## config.mk

```make
export PLATFORM = sky130hd
export DESIGN_NAME = ivi_interval_meter_flat
export DESIGN_NICKNAME = d
export VERILOG_FILES = /design/src/rtl/ivi_pkg.sv /design/src/rtl/ivi_interval_meter_if.sv /design/src/rtl/ivi_edge_detect.sv /design/src/rtl/ivi_interval_meter.sv /design/src/flat_wrapper.sv
export SDC_FILE = /design/constraint.sdc
export NUM_CORES = 1
export LEC_CHECK = 0
export CELL_PAD_IN_SITES_DETAIL_PLACEMENT = 0
export CELL_PAD_IN_SITES_GLOBAL_PLACEMENT = 1
export CORE_ASPECT_RATIO = 1.2
export CORE_MARGIN = 3
export CORE_UTILIZATION = 46
export DETAILED_ROUTE_END_ITERATION = 10
export HOLD_SLACK_MARGIN = 0.06
export PLACE_DENSITY_LB_ADDON = 0.12
export SYNTH_ARGS = -nofsm -noshare
export SYNTH_HDL_FRONTEND = slang
export SYNTH_SLANG_ARGS = --single-unit
```

## constraint.sdc

```tcl
create_clock -name clk_200MHz -period 3.9 [get_ports clk_200MHz]
set_clock_uncertainty 0.1 [all_clocks]
set_input_delay 0.78 -clock clk_200MHz [delete_from_list [all_inputs] [get_ports clk_200MHz]]
set_output_delay 0.78 -clock clk_200MHz [all_outputs]
set_load 0.1 [all_outputs]
```

## src/rtl/ivi_pkg.sv

```systemverilog
// Shared types and helpers for the IVI interval meter.
package ivi_pkg;

  typedef enum logic [2:0] {
    S_IDLE,
    S_WAIT_START,
    S_COUNT,
    S_ACCUM,
    S_DONE
  } ivi_state_e;

  // 10 ms at 200 MHz
  localparam int unsigned IVI_TIMEOUT_CYC_DEFAULT = 2000000;

  // Channel-select width; a single-bit select is kept even for tiny N_CH.
  function automatic int unsigned ivi_sel_w(input int unsigned n);
    return (n < 2) ? 1 : $clog2(n);
  endfunction

endpackage

```

## src/rtl/ivi_interval_meter_if.sv

```systemverilog
// Result hand-off bundle between the interval meter and its consumer.
interface ivi_interval_meter_if #(
  parameter int unsigned CNT_W = 24
);
  logic [CNT_W-1:0] result;
  logic             result_valid;
  logic             result_ready;
  logic             overflow;
  logic             timeout;

  modport master (
    output result, result_valid, overflow, timeout,
    input  result_ready
  );

  modport slave (
    input  result, result_valid, overflow, timeout,
    output result_ready
  );
endinterface

```

## src/rtl/ivi_edge_detect.sv

```systemverilog
// Per-channel active-edge detector with selectable polarity.
module ivi_edge_detect #(
  parameter int unsigned N_CH = 4
) (
  input  logic            clk_i,
  input  logic            rst_i,
  input  logic [N_CH-1:0] rf_i,
  input  logic            pol_i,
  output logic [N_CH-1:0] edge_o
);

  logic [N_CH-1:0] rf_dly_q;

  // One-cycle history of every rf input.
  always_ff @(posedge clk_i) begin
    if (rst_i) rf_dly_q <= '0;
    else       rf_dly_q <= rf_i;
  end

  // pol_i=0 selects rising edges, pol_i=1 selects falling edges.
  always_comb begin
    edge_o = pol_i ? (rf_dly_q & ~rf_i) : (~rf_dly_q & rf_i);
  end

endmodule

```

## src/rtl/ivi_interval_meter.sv

```systemverilog
// N-channel start/stop interval meter with power-of-two averaging,
// timeout and overflow flags, and a valid/ready result hand-off.
module ivi_interval_meter
  import ivi_pkg::*;
#(
  parameter int unsigned N_CH         = 4,
  parameter int unsigned CNT_W        = 24,
  parameter int unsigned AVG_MAX_LOG2 = 4,
  parameter int unsigned TIMEOUT_CYC  = IVI_TIMEOUT_CYC_DEFAULT,
  localparam int unsigned SEL_W       = ivi_sel_w(N_CH)
) (
  input  logic              clk_200MHz,
  input  logic              reset,
  input  logic [N_CH-1:0]   rf,
  input  logic              polarity,
  input  logic [SEL_W-1:0]  start_sel,
  input  logic [SEL_W-1:0]  stop_sel,
  input  logic [2:0]        avg_log2,
  input  logic              arm,
  output logic              busy,
  ivi_interval_meter_if.master res
);

  localparam int unsigned ACC_W = CNT_W + AVG_MAX_LOG2;
  localparam int unsigned N_W   = AVG_MAX_LOG2 + 1;
  localparam int unsigned TC_W  = $clog2(TIMEOUT_CYC + 1);

  localparam logic [CNT_W-1:0] CNT_MAX   = '1;
  localparam logic [2:0]       AVG_MAX_L = 3'(AVG_MAX_LOG2);
  localparam logic [TC_W-1:0]  TC_LAST   = TC_W'(TIMEOUT_CYC - 1);

  ivi_state_e       state_q, state_d;
  logic [SEL_W-1:0] start_q, start_d;
  logic [SEL_W-1:0] stop_q,  stop_d;
  logic             pol_q,   pol_d;
  logic [2:0]       avg_q,   avg_d;
  logic [CNT_W-1:0] cnt_q,   cnt_d;
  logic [CNT_W-1:0] iv_q,    iv_d;
  logic [ACC_W-1:0] acc_q,   acc_d;
  logic [N_W-1:0]   n_q,     n_d;
  logic [TC_W-1:0]  tcnt_q,  tcnt_d;
  logic [CNT_W-1:0] result_q, result_d;
  logic             ovf_q,   ovf_d;
  logic             tmo_q,   tmo_d;

  logic [N_CH-1:0]  edges;
  logic [ACC_W-1:0] acc_sum;
  logic [N_W-1:0]   n_next;
  logic [N_W-1:0]   n_target;

  ivi_edge_detect #(
    .N_CH (N_CH)
  ) u_edge (
    .clk_i  (clk_200MHz),
    .rst_i  (reset),
    .rf_i   (rf),
    .pol_i  (pol_q),
    .edge_o (edges)
  );

  // State, configuration latches, counters and output registers.
  always_ff @(posedge clk_200MHz) begin
    if (reset) begin
      state_q  <= S_IDLE;
      start_q  <= '0;
      stop_q   <= '0;
      pol_q    <= 1'b0;
      avg_q    <= '0;
      cnt_q    <= '0;
      iv_q     <= '0;
      acc_q    <= '0;
      n_q      <= '0;
      tcnt_q   <= '0;
      result_q <= '0;
      ovf_q    <= 1'b0;
      tmo_q    <= 1'b0;
    end else begin
      state_q  <= state_d;
      start_q  <= start_d;
      stop_q   <= stop_d;
      pol_q    <= pol_d;
      avg_q    <= avg_d;
      cnt_q    <= cnt_d;
      iv_q     <= iv_d;
      acc_q    <= acc_d;
      n_q      <= n_d;
      tcnt_q   <= tcnt_d;
      result_q <= result_d;
      ovf_q    <= ovf_d;
      tmo_q    <= tmo_d;
    end
  end

  // Measurement sequencing: wait for start, count to stop, accumulate, report.
  always_comb begin
    state_d  = state_q;
    start_d  = start_q;
    stop_d   = stop_q;
    pol_d    = pol_q;
    avg_d    = avg_q;
    cnt_d    = cnt_q;
    iv_d     = iv_q;
    acc_d    = acc_q;
    n_d      = n_q;
    tcnt_d   = tcnt_q;
    result_d = result_q;
    ovf_d    = ovf_q;
    tmo_d    = tmo_q;

    acc_sum  = acc_q + ACC_W'(iv_q);
    n_next   = n_q + N_W'(1);
    n_target = N_W'(1) << avg_q;

    unique case (state_q)
      S_IDLE: begin
        if (arm) begin
          start_d = start_sel;
          stop_d  = stop_sel;
          pol_d   = polarity;
          avg_d   = (avg_log2 > AVG_MAX_L) ? AVG_MAX_L : avg_log2;
          acc_d   = '0;
          n_d     = '0;
          ovf_d   = 1'b0;
          tmo_d   = 1'b0;
          tcnt_d  = '0;
          state_d = S_WAIT_START;
        end
      end
      S_WAIT_START: begin
        if (edges[start_q]) begin
          cnt_d   = CNT_W'(1);
          state_d = S_COUNT;
        end else if (tcnt_q == TC_LAST) begin
          tmo_d    = 1'b1;
          result_d = '0;
          state_d  = S_DONE;
        end else begin
          tcnt_d = tcnt_q + TC_W'(1);
        end
      end
      S_COUNT: begin
        // A stop edge landing exactly on the saturated count is still a
        // valid measurement; overflow only fires when no stop arrives.
        if (edges[stop_q]) begin
          iv_d    = cnt_q;
          state_d = S_ACCUM;
        end else if (cnt_q == CNT_MAX) begin
          ovf_d    = 1'b1;
          result_d = CNT_MAX;
          state_d  = S_DONE;
        end else begin
          cnt_d = cnt_q + CNT_W'(1);
        end
      end
      S_ACCUM: begin
        acc_d = acc_sum;
        n_d   = n_next;
        if (n_next == n_target) begin
          result_d = CNT_W'(acc_sum >> avg_q);
          state_d  = S_DONE;
        end else begin
          tcnt_d  = '0;
          state_d = S_WAIT_START;
        end
      end
      S_DONE: begin
        if (res.result_ready) state_d = S_IDLE;
      end
      default: state_d = S_IDLE;
    endcase
  end

  // Status and result outputs are decoded straight from registered state.
  always_comb begin
    busy             = (state_q != S_IDLE);
    res.result_valid = (state_q == S_DONE);
    res.result       = result_q;
    res.overflow     = ovf_q;
    res.timeout      = tmo_q;
  end

endmodule

```

## src/flat_wrapper.sv

```systemverilog
// flat-port wrapper written by rule: the top's interface ports become plain ports
module ivi_interval_meter_flat import ivi_pkg::*;
#(
  parameter int unsigned N_CH         = 4,
  parameter int unsigned CNT_W        = 24,
  parameter int unsigned AVG_MAX_LOG2 = 4,
  parameter int unsigned TIMEOUT_CYC  = IVI_TIMEOUT_CYC_DEFAULT,
  localparam int unsigned SEL_W       = ivi_sel_w(N_CH)
)
  (clk_200MHz, reset, rf, polarity, start_sel, stop_sel, avg_log2, arm, busy, res_result, res_result_valid, res_overflow, res_timeout, res_result_ready);
  ivi_interval_meter_if #(.CNT_W(CNT_W)) res_i ();
  input  logic clk_200MHz;
  input  logic reset;
  input  logic [N_CH-1:0] rf;
  input  logic polarity;
  input  logic [SEL_W-1:0] start_sel;
  input  logic [SEL_W-1:0] stop_sel;
  input  logic [2:0] avg_log2;
  input  logic arm;
  output logic busy;
  output wire logic [$bits(res_i.result)-1:0] res_result;
  output wire logic [$bits(res_i.result_valid)-1:0] res_result_valid;
  output wire logic [$bits(res_i.overflow)-1:0] res_overflow;
  output wire logic [$bits(res_i.timeout)-1:0] res_timeout;
  input wire logic [$bits(res_i.result_ready)-1:0] res_result_ready;
  assign res_result = res_i.result;
  assign res_result_valid = res_i.result_valid;
  assign res_overflow = res_i.overflow;
  assign res_timeout = res_i.timeout;
  assign res_i.result_ready = res_result_ready;
  ivi_interval_meter #(.N_CH(N_CH), .CNT_W(CNT_W), .AVG_MAX_LOG2(AVG_MAX_LOG2), .TIMEOUT_CYC(TIMEOUT_CYC)) u_core (.clk_200MHz(clk_200MHz), .reset(reset), .rf(rf), .polarity(polarity), .start_sel(start_sel), .stop_sel(stop_sel), .avg_log2(avg_log2), .arm(arm), .busy(busy), .res(res_i));
endmodule
```

==> impl_table.tex, run 1 <==
\begin{tabular}{lr}
\hline
Metric & Value \\
\hline
\multicolumn{2}{l}{\textbf{Status}} \\
Outcome & finished, final reports clean \\
\multicolumn{2}{l}{\textbf{Min path}} \\
Min-delay worst type & register to register \\
\multicolumn{2}{l}{\textbf{Worst setup path}} \\
Critical Path RT & between 4 and 5 ns \\
Dominant cell type by count on the critical path & mux2i\_1 \\
Delay of the slowest cell on the worst path & about 0.45 ns \\
CP startpoint kind & register \\
Kind of capture point of the worst setup path & register \\
Crit Path Class & register to register \\
Slowest stage cell on the critical path & xor2\_1 \\
Data arrival, critical path & $\sim$3.8 ns \\
Chain of cells forming the critical path & ha\_1 -> inv\_1 -> fa\_1 -> nand2b\_1 -> a21oi\_1 -> o2111ai\_1 -> o211ai\_1 -> xor2\_1 -> mux2i\_1 -> mux2i\_1 -> mux2i\_1 -> a211oi\_1 \\
Maximum fanout along the worst path & 5 \\
\multicolumn{2}{l}{\textbf{Drt}} \\
Wire length per cell & $\sim$18 µm \\
Overall via count from detail\_route & around 8,000 \\
1st-iter DRT viols & approximately 470 \\
Number of vias per cell & 5.81 \\
TritonRoute pass-1 iters & 5 \\
Remaining antenna violation count & 0 \\
Final wirelength & 24,600 µm \\
Number of remaining DRC errors & 0 \\
\multicolumn{2}{l}{\textbf{Final layout}} \\
Share of layout cells above drive strength 1 & 0.0866 \\
Number of nets in the layout & $\sim$1,200 \\
Post-route core utilization & 0.545 \\
Antenna diode instance count & 0 \\
Post-Layout Inst Area & between 0.009 and 0.01 mm² \\
Fill cell instance count of the final layout & 1,785 \\
Most common library cell in the layout ignoring fill and taps & nor2\_1 \\
Area growth from synthesis to layout & 15.8\% \\
Leading cell types in the layout, fill and taps excluded & 158 x nor2\_1, 143 x dfxtp\_1, 95 x nand2\_1 \\
\multicolumn{2}{l}{\textbf{Power and ir drop}} \\
Power density over the cells & between 300 and 400 mW/mm² \\
Worst-case vdd ir drop & 0.300 mV \\
Static Leakage & just over 4 nW \\
\multicolumn{2}{l}{\textbf{GRT}} \\
Number of global-route vias before repair & $\sim$7,600 \\
Overflow after GRT & 0 \\
Initial antenna violation count & 0 \\
Pin count of the biggest net entering global routing & 91 \\
First-pass GRT wire length & approximately 40,000 µm \\
Aggregate global-route resource usage & 0.245 \\
\multicolumn{2}{l}{\textbf{Die}} \\
Initial Util & 0.471 \\
Die H & around 160 µm \\
Number of rows created at floorplan & between 50 and 60 \\
Number of ports placed on the die boundary & 44 \\
Area of the core region & 0.0183 mm² \\
Die width & around 130 µm \\
Die area & roughly 0.020 mm² \\
\multicolumn{2}{l}{\textbf{Clock network}} \\
Clock tree from TritonCTS & done \\
Clock buffers created by TritonCTS & 17 \\
Insertion delay of the later-clocked pin in the worst-skew pair & approximately 0.43 ns \\
Root cell of the clock tree & clkbuf\_16 \\
Clk sinks & $\sim$140 \\
Clock H-tree levels & 4 \\
Maximum count of clock buffers along a single path & 2 \\
Clock-pin slew reported for the worst setup and hold paths after clock tree synthesis & around 0.060 ns \\
Post-CTS sizing & 0 \\
Number of buffers added to fix hold violations after cts & 0 \\
Post CTS Setup Buffer Count & 0 \\
\multicolumn{2}{l}{\textbf{STA}} \\
Final WS setup & around 0.34 ns \\
Final Setup Violations & 0 \\
Slew Viols, Final & 0 \\
Max\_slew headroom & 0.309 \\
Number of endpoints with negative hold slack in the final report & 0 \\
RSZ-0062 raised after global routing & false \\
Measured slew at the worst slew-check pin & around 1.0 ns \\
Worst hold margin & $\sim$0.40 ns \\
Final total negative setup slack & 0 ns \\
Share of the clock period used by the worst path after layout & 0.913 \\
Minimum period implied by the final worst setup slack & between 3 and 4 ns \\
Highest clock frequency the design can meet & between 0.2 and 0.3 GHz \\
\multicolumn{2}{l}{\textbf{Placement}} \\
Pre-CTS worst setup slack & roughly 0.23 ns \\
Number of buffers added on ports & 43 \\
Final GP Congestion & between 0.8 and 0.9 \\
Detailed-placement wirelength estimate & around 18,000 µm \\
Dpl cell area & about 0.0094 mm² \\
\multicolumn{2}{l}{\textbf{Run}} \\
Number of maximum-capacitance constraint violations & 0 \\
\multicolumn{2}{l}{\textbf{Logic synthesis}} \\
Syn\_area\_per\_cell & 8.01 µm² \\
Gate count after technology mapping & approximately 1,100 \\
Count of state elements after synthesis & 143 \\
Number of library cell types mapped by synthesis & just over 70 \\
Async set-or-reset flop fraction in the synthesized netlist & 0 \\
Netlist area before placement & between 0.008 and 0.009 mm² \\
Largest cells by area after synthesis & dfxtp\_1 33\%, mux2i\_1 7.0\%, nor2\_1 6.9\%, a21oi\_1 4.6\%, nand2\_1 4.1\% \\
Count of flip-flops with a built-in enable after synthesis & 0 \\
Dominant register cell in the synthesized netlist & dfxtp\_1 \\
Largest area contributor in the netlist & dfxtp\_1 \\
Number of warnings reported in the yosys synthesis log & 0 \\
Synthesized netlist net count & between 1,000 and 1,500 \\
Sequential area share after synthesis & 0.332 \\
Synth top area share & 0.332 \\
\hline
\end{tabular}
[critical path, delay by kind of cell, from the launching register on]
kind	cells	cell delay, ns
compound gates	4	1.15
fa+ha+maj	2	0.59
mux	3	0.59
xor+xnor	1	0.45
flops	1	0.34
simple gates	1	0.18
buf+inv	1	0.07
[worst paths after layout]
check                  startpoint                     to  slack, ns  cells after the start
max               u_core.acc_q[0]  u_core.res.result[16]       0.34                     12
min          u_core.res.result[3]   u_core.res.result[3]       0.40                      2
max reg2reg       u_core.acc_q[0]  u_core.res.result[16]       0.34                     12
min reg2reg  u_core.res.result[3]   u_core.res.result[3]       0.40                      2
[cell families (layout without fill, tap and decap cells)]
| kind of cell | Yosys count | in the layout | share of synthesized area |
|---|---|---|---|
| buffers and inverters | 89 | 134 | 0.0401 |
| and+or+nand+nor | 418 | 418 | 0.229 |
| muxes | 68 | 68 | 0.0893 |
| adders and majority gates | 28 | 28 | 0.0415 |
| AOI/OAI and AO/OA | 268 | 268 | 0.206 |
| xor gates and xnor gates | 61 | 61 | 0.0620 |
| DFF | 143 | 143 | 0.332 |
[cell type report]
class                      count  area [µm²]  share of cell area
inverter                      23        86.3             0.00866
clock inverter                13         153              0.0153
tap                          252         315              0.0316
multi-input combinational    843        5410               0.543
sequential                   143        2860               0.287
clock buffer                  19         453              0.0454
timing repair buffer          79         691              0.0692
[state kept, by name, indices dropped and copies added, names as in the netlist, 3 cells and up]
register	flops
u_core.acc_q	28
u_core.cnt_q	24
u_core.iv_q	24
u_core.res.result	24
u_core.tcnt_q	21
u_core.n_q	5
u_core.u_edge.rf_dly_q	4
u_core.avg_q	3
u_core.state_q	3
[cell usage after synthesis, types with 15 or more instances]
master	n
nor2_1	159
dfxtp_1	143
nand2_1	95
a21oi_1	79
mux2i_1	60
clkbuf_1	59
o21ai_0	45
nand3_1	36
xnor2_1	34
a22oi_1	29
ha_1	27
xor2_1	27
inv_1	21
nor3_1	20
a211oi_1	17
nand2b_1	15
[metrics by stage]
step                      instances  power, W
after global placement         1340   0.00189
after floorplan                1075   0.00178
after CTS                      1372   0.00356
final                          1372   0.00353
after global routing           1372   0.00366
after detailed placement       1340   0.00189
[where the power goes]
group          internal (W)  switching [W]
Clock              0.000987       0.000679
Sequential          0.00148      0.0000266
Combinational      0.000110       0.000243
Total               0.00258       0.000948
[routing by layer]
metal | wire length [µm] | global-route usage
met2 | 11700 | 0.406
met5 | 0 | 0
met4 | 618 | 0.0906
met1 | 11200 | 0.323
met3 | 1140 | 0.0353
No activity file was read; power rests on OpenSTA's default activity.
==> inputs of run 2 (changes only) <==
Settings changed: RECOVER_POWER set to 50, SLEW_MARGIN set to 5.
==> run 2 against run 1 <==
Net effect:
- sequential power hardly changed
- first-iteration DRC count is 6.7% higher
- highest routed layer unchanged
- critical path type unchanged
- setup slack worse by 0.018 ns
- sequential share of layout area is 0.065 points higher
==> impl_table.tex, run 2 (synthesis results as in run 1) <==
\begin{tabular}{lr}
\hline
Metric & Value \\
\hline
\multicolumn{2}{l}{\textbf{Status}} \\
Outcome & finished, final reports clean \\
\multicolumn{2}{l}{\textbf{Worst setup path}} \\
Crit Path Class & register to register \\
Instance count on the critical path & 12 (unchanged) \\
Last element of the critical path & u\_core.res.result[16] \\
Dominant cell type by count on the critical path & mux2i\_1 \\
Delay of the slowest cell on the worst path & 0.45 ns (about the same) \\
Data arrival, critical path & 3.82 ns (+0.02 ns) \\
Worst R2R Path Depth & 12 (unchanged) \\
Critical Path RT & 4.14 ns (about the same) \\
Launching element of the worst setup path & u\_core.acc\_q[0] \\
Worst reg2reg endpoint & u\_core.res.result[16] \\
Internal reg-to-reg setup slack & 0.32 ns (-0.02 ns) \\
CP startpoint kind & register \\
Kind of capture point of the worst setup path & register \\
Worst flop-to-flop path startpoint & u\_core.acc\_q[0] \\
Chain of cells forming the critical path & ha\_1 -> inv\_1 -> fa\_1 -> nand2b\_1 -> a21oi\_1 -> o2111ai\_1 -> o211ai\_1 -> xor2\_1 -> mux2i\_1 -> mux2i\_1 -> mux2i\_1 -> a211oi\_1 \\
Crit path buffers/inverters & 1 (unchanged) \\
Maximum fanout along the worst path & 5 (unchanged) \\
Slowest stage cell on the critical path & xor2\_1 \\
Dominant delay contributor by cell family on the critical path & compound AO/OA/AOI/OAI gates \\
\multicolumn{2}{l}{\textbf{Clock network}} \\
Post-CTS sizing & 0 (unchanged) \\
Post CTS Setup Buffer Count & 0 (unchanged) \\
Clock H-tree levels & 4 (unchanged) \\
Maximum count of clock buffers along a single path & 2 (unchanged) \\
Clock-pin slew reported for the worst setup and hold paths after clock tree synthesis & 0.06 ns (about the same) \\
Root cell of the clock tree & clkbuf\_16 \\
Clock tree from TritonCTS & done \\
Clk sinks & 143 (unchanged) \\
Clock buffers created by TritonCTS & 17 (unchanged) \\
Insertion delay of the later-clocked pin in the worst-skew pair & 0.43 ns (about the same) \\
Number of buffers added to fix hold violations after cts & 0 (unchanged) \\
\multicolumn{2}{l}{\textbf{Final layout}} \\
Antenna diode instance count & 0 (unchanged) \\
Post-route core utilization & 0.544 (-0.00123) \\
Leading cell types in the layout, fill and taps excluded & 158 x nor2\_1, 143 x dfxtp\_1, 95 x nand2\_1 \\
Largest Register & u\_core.acc\_q \\
Total area of sequential cells & 0.00286 mm² (unchanged) \\
Area growth from synthesis to layout & 15.5\% \\
Largest register FFs & 28 (unchanged) \\
Share of layout cells above drive strength 1 & 0.0813 (-0.00536) \\
Number of nets in the layout & 1,151 (unchanged) \\
Most common library cell in the layout ignoring fill and taps & nor2\_1 \\
Fill cell instance count of the final layout & 1,790 (+0.28\%) \\
Multi-input combinational cell area & 0.00541 mm² (unchanged) \\
\multicolumn{2}{l}{\textbf{Drt}} \\
Number of vias per cell & 5.81 (about the same) \\
Remaining antenna violation count & 0 (unchanged) \\
Wire length per cell & 18.0 µm (+0.36\%) \\
1st-iter DRT viols & 497 (+6.7\%) \\
Final wirelength & 24,700 µm (+0.36\%) \\
Number of remaining DRC errors & 0 (unchanged) \\
TritonRoute pass-1 iters & 5 (unchanged) \\
Overall via count from detail\_route & 7,972 (+0.038\%) \\
\multicolumn{2}{l}{\textbf{STA}} \\
Max\_slew headroom & 0.0151 (-0.294) \\
Slew Viols, Final & 0 (unchanged) \\
Minimum period implied by the final worst setup slack & 3.58 ns (+0.0179 ns) \\
Measured slew at the worst slew-check pin & 1.48 ns (+0.444 ns) \\
RSZ-0062 raised after global routing & false \\
Share of the clock period used by the worst path after layout & 0.918 (+0.00460) \\
Number of endpoints with negative hold slack in the final report & 0 (unchanged) \\
Final Setup Violations & 0 (unchanged) \\
Highest clock frequency the design can meet & 0.279 GHz (-0.50\%) \\
Final total negative setup slack & 0 ns (unchanged) \\
\multicolumn{2}{l}{\textbf{Die}} \\
Die width & 131 µm (unchanged) \\
Die area & 0.0204 mm² (unchanged) \\
Number of ports placed on the die boundary & 44 (unchanged) \\
Initial Util & 0.471 (unchanged) \\
Die H & 156 µm (unchanged) \\
Number of rows created at floorplan & 54 (unchanged) \\
Area of the core region & 0.0183 mm² (unchanged) \\
\multicolumn{2}{l}{\textbf{Power and ir drop}} \\
Logic pwr share & 0.098 (-0.002) \\
Power density over the cells & 354 mW/mm² (+0.11\%) \\
Share of total power consumed by net switching & 0.270 (+0.00118) \\
Worst-case vdd ir drop & 0.302 mV (+0.62\%) \\
P\_sw & 0.000951 W (+0.32\%) \\
Clock Power Share & 0.474 (about the same) \\
Int Pwr & 0.00257 W (-0.28\%) \\
Power after layout & 0.00352 W (-0.12\%) \\
Sequential Power Share & 0.428 (about the same) \\
Static Leakage & 4.10 nW (+1.8\%) \\
\multicolumn{2}{l}{\textbf{GRT}} \\
Pin count of the biggest net entering global routing & 91 (unchanged) \\
Number of global-route vias before repair & 7,640 (unchanged) \\
Overflow after GRT & 0 (unchanged) \\
Aggregate global-route resource usage & 0.245 (unchanged) \\
Initial antenna violation count & 0 (unchanged) \\
First-pass GRT wire length & 39,900 µm (unchanged) \\
\multicolumn{2}{l}{\textbf{Run}} \\
Number of maximum-capacitance constraint violations & 0 (unchanged) \\
\multicolumn{2}{l}{\textbf{Placement}} \\
Number of buffers added on ports & 43 (unchanged) \\
Detailed-placement wirelength estimate & 18,000 µm (unchanged) \\
Final GP Congestion & 0.866 (unchanged) \\
\multicolumn{2}{l}{\textbf{Min path}} \\
Min-delay worst type & register to register \\
\hline
\end{tabular}
==> run 2: cell count changes in the layout (fill, tap and decap cells not counted), sizes merged <==
cell           change
buf                -7
dlygate4sd3       +28
clkbuf             +7
clkdlybuf4s50     -28
==> run 2: cell type report <==
cell class	instances	share of cell area
clock buffers	19	0.0455
clock inverters	13	0.0153
inverters	23	0.00867
multi-input cells	843	0.544
flip-flops and latches	143	0.288
well taps	252	0.0317
repair buffers	79	0.0671
==> run 2: worst min path at each step <==
stage / startpoint / endpoint / cells after the start / slack (ns)
after floorplan: u_core.stop_q[1] / u_core.stop_q[1] / 2 / 0.35
after global placement: u_core.res.result[23] / u_core.res.result[23] / 2 / 0.37
after detailed placement: u_core.res.result[23] / u_core.res.result[23] / 2 / 0.38
after CTS: u_core.res.result[8] / u_core.res.result[8] / 2 / 0.40
after global routing: u_core.res.overflow / u_core.res.overflow / 1 / 0.41
final: u_core.res.timeout / u_core.res.timeout / 2 / 0.39
==> run 2: layer usage <==
layer  share of wire  up-vias  GRT usage
met1            0.46     3776      0.323
met5               0        -          0
met3           0.041       50     0.0353
met4           0.025        0     0.0906
li1                -     3960          -
met2            0.47      186      0.406
==> run 2: power by group through the flow <==
| stage | Clock (W) | Combinational, W | Sequential (W) |
|---|---|---|---|
| after global routing | 0.00177 | 0.000374 | 0.00151 |
| after global placement | 0 | 0.000352 | 0.00154 |
| after floorplan | 0 | 0.000219 | 0.00156 |
| final | 0.00167 | 0.000346 | 0.00151 |
| after detailed placement | 0 | 0.000353 | 0.00154 |
| after CTS | 0.00170 | 0.000355 | 0.00151 |
==> run 2: metrics by stage <==
stage                     cell area (µm²)  setup WS, ns  instances  hold slack [ns]
final                                9950         0.320       1372            0.389
after global routing                 9950        0.0116       1372            0.406
after CTS                            9970         0.334       1372            0.397
after detailed placement             9370         0.226       1340            0.379
after global placement               9370         0.232       1340            0.368
after floorplan                      8620         0.300       1075            0.350
==> run 2: worst min-delay path, delay by kind of cell, from the launching register on <==
family,cells,cell delay [ns]
AO/OA/AOI/OAI,1,0.06
flip-flops,1,0.32
AND/OR/NAND/NOR,1,0.07
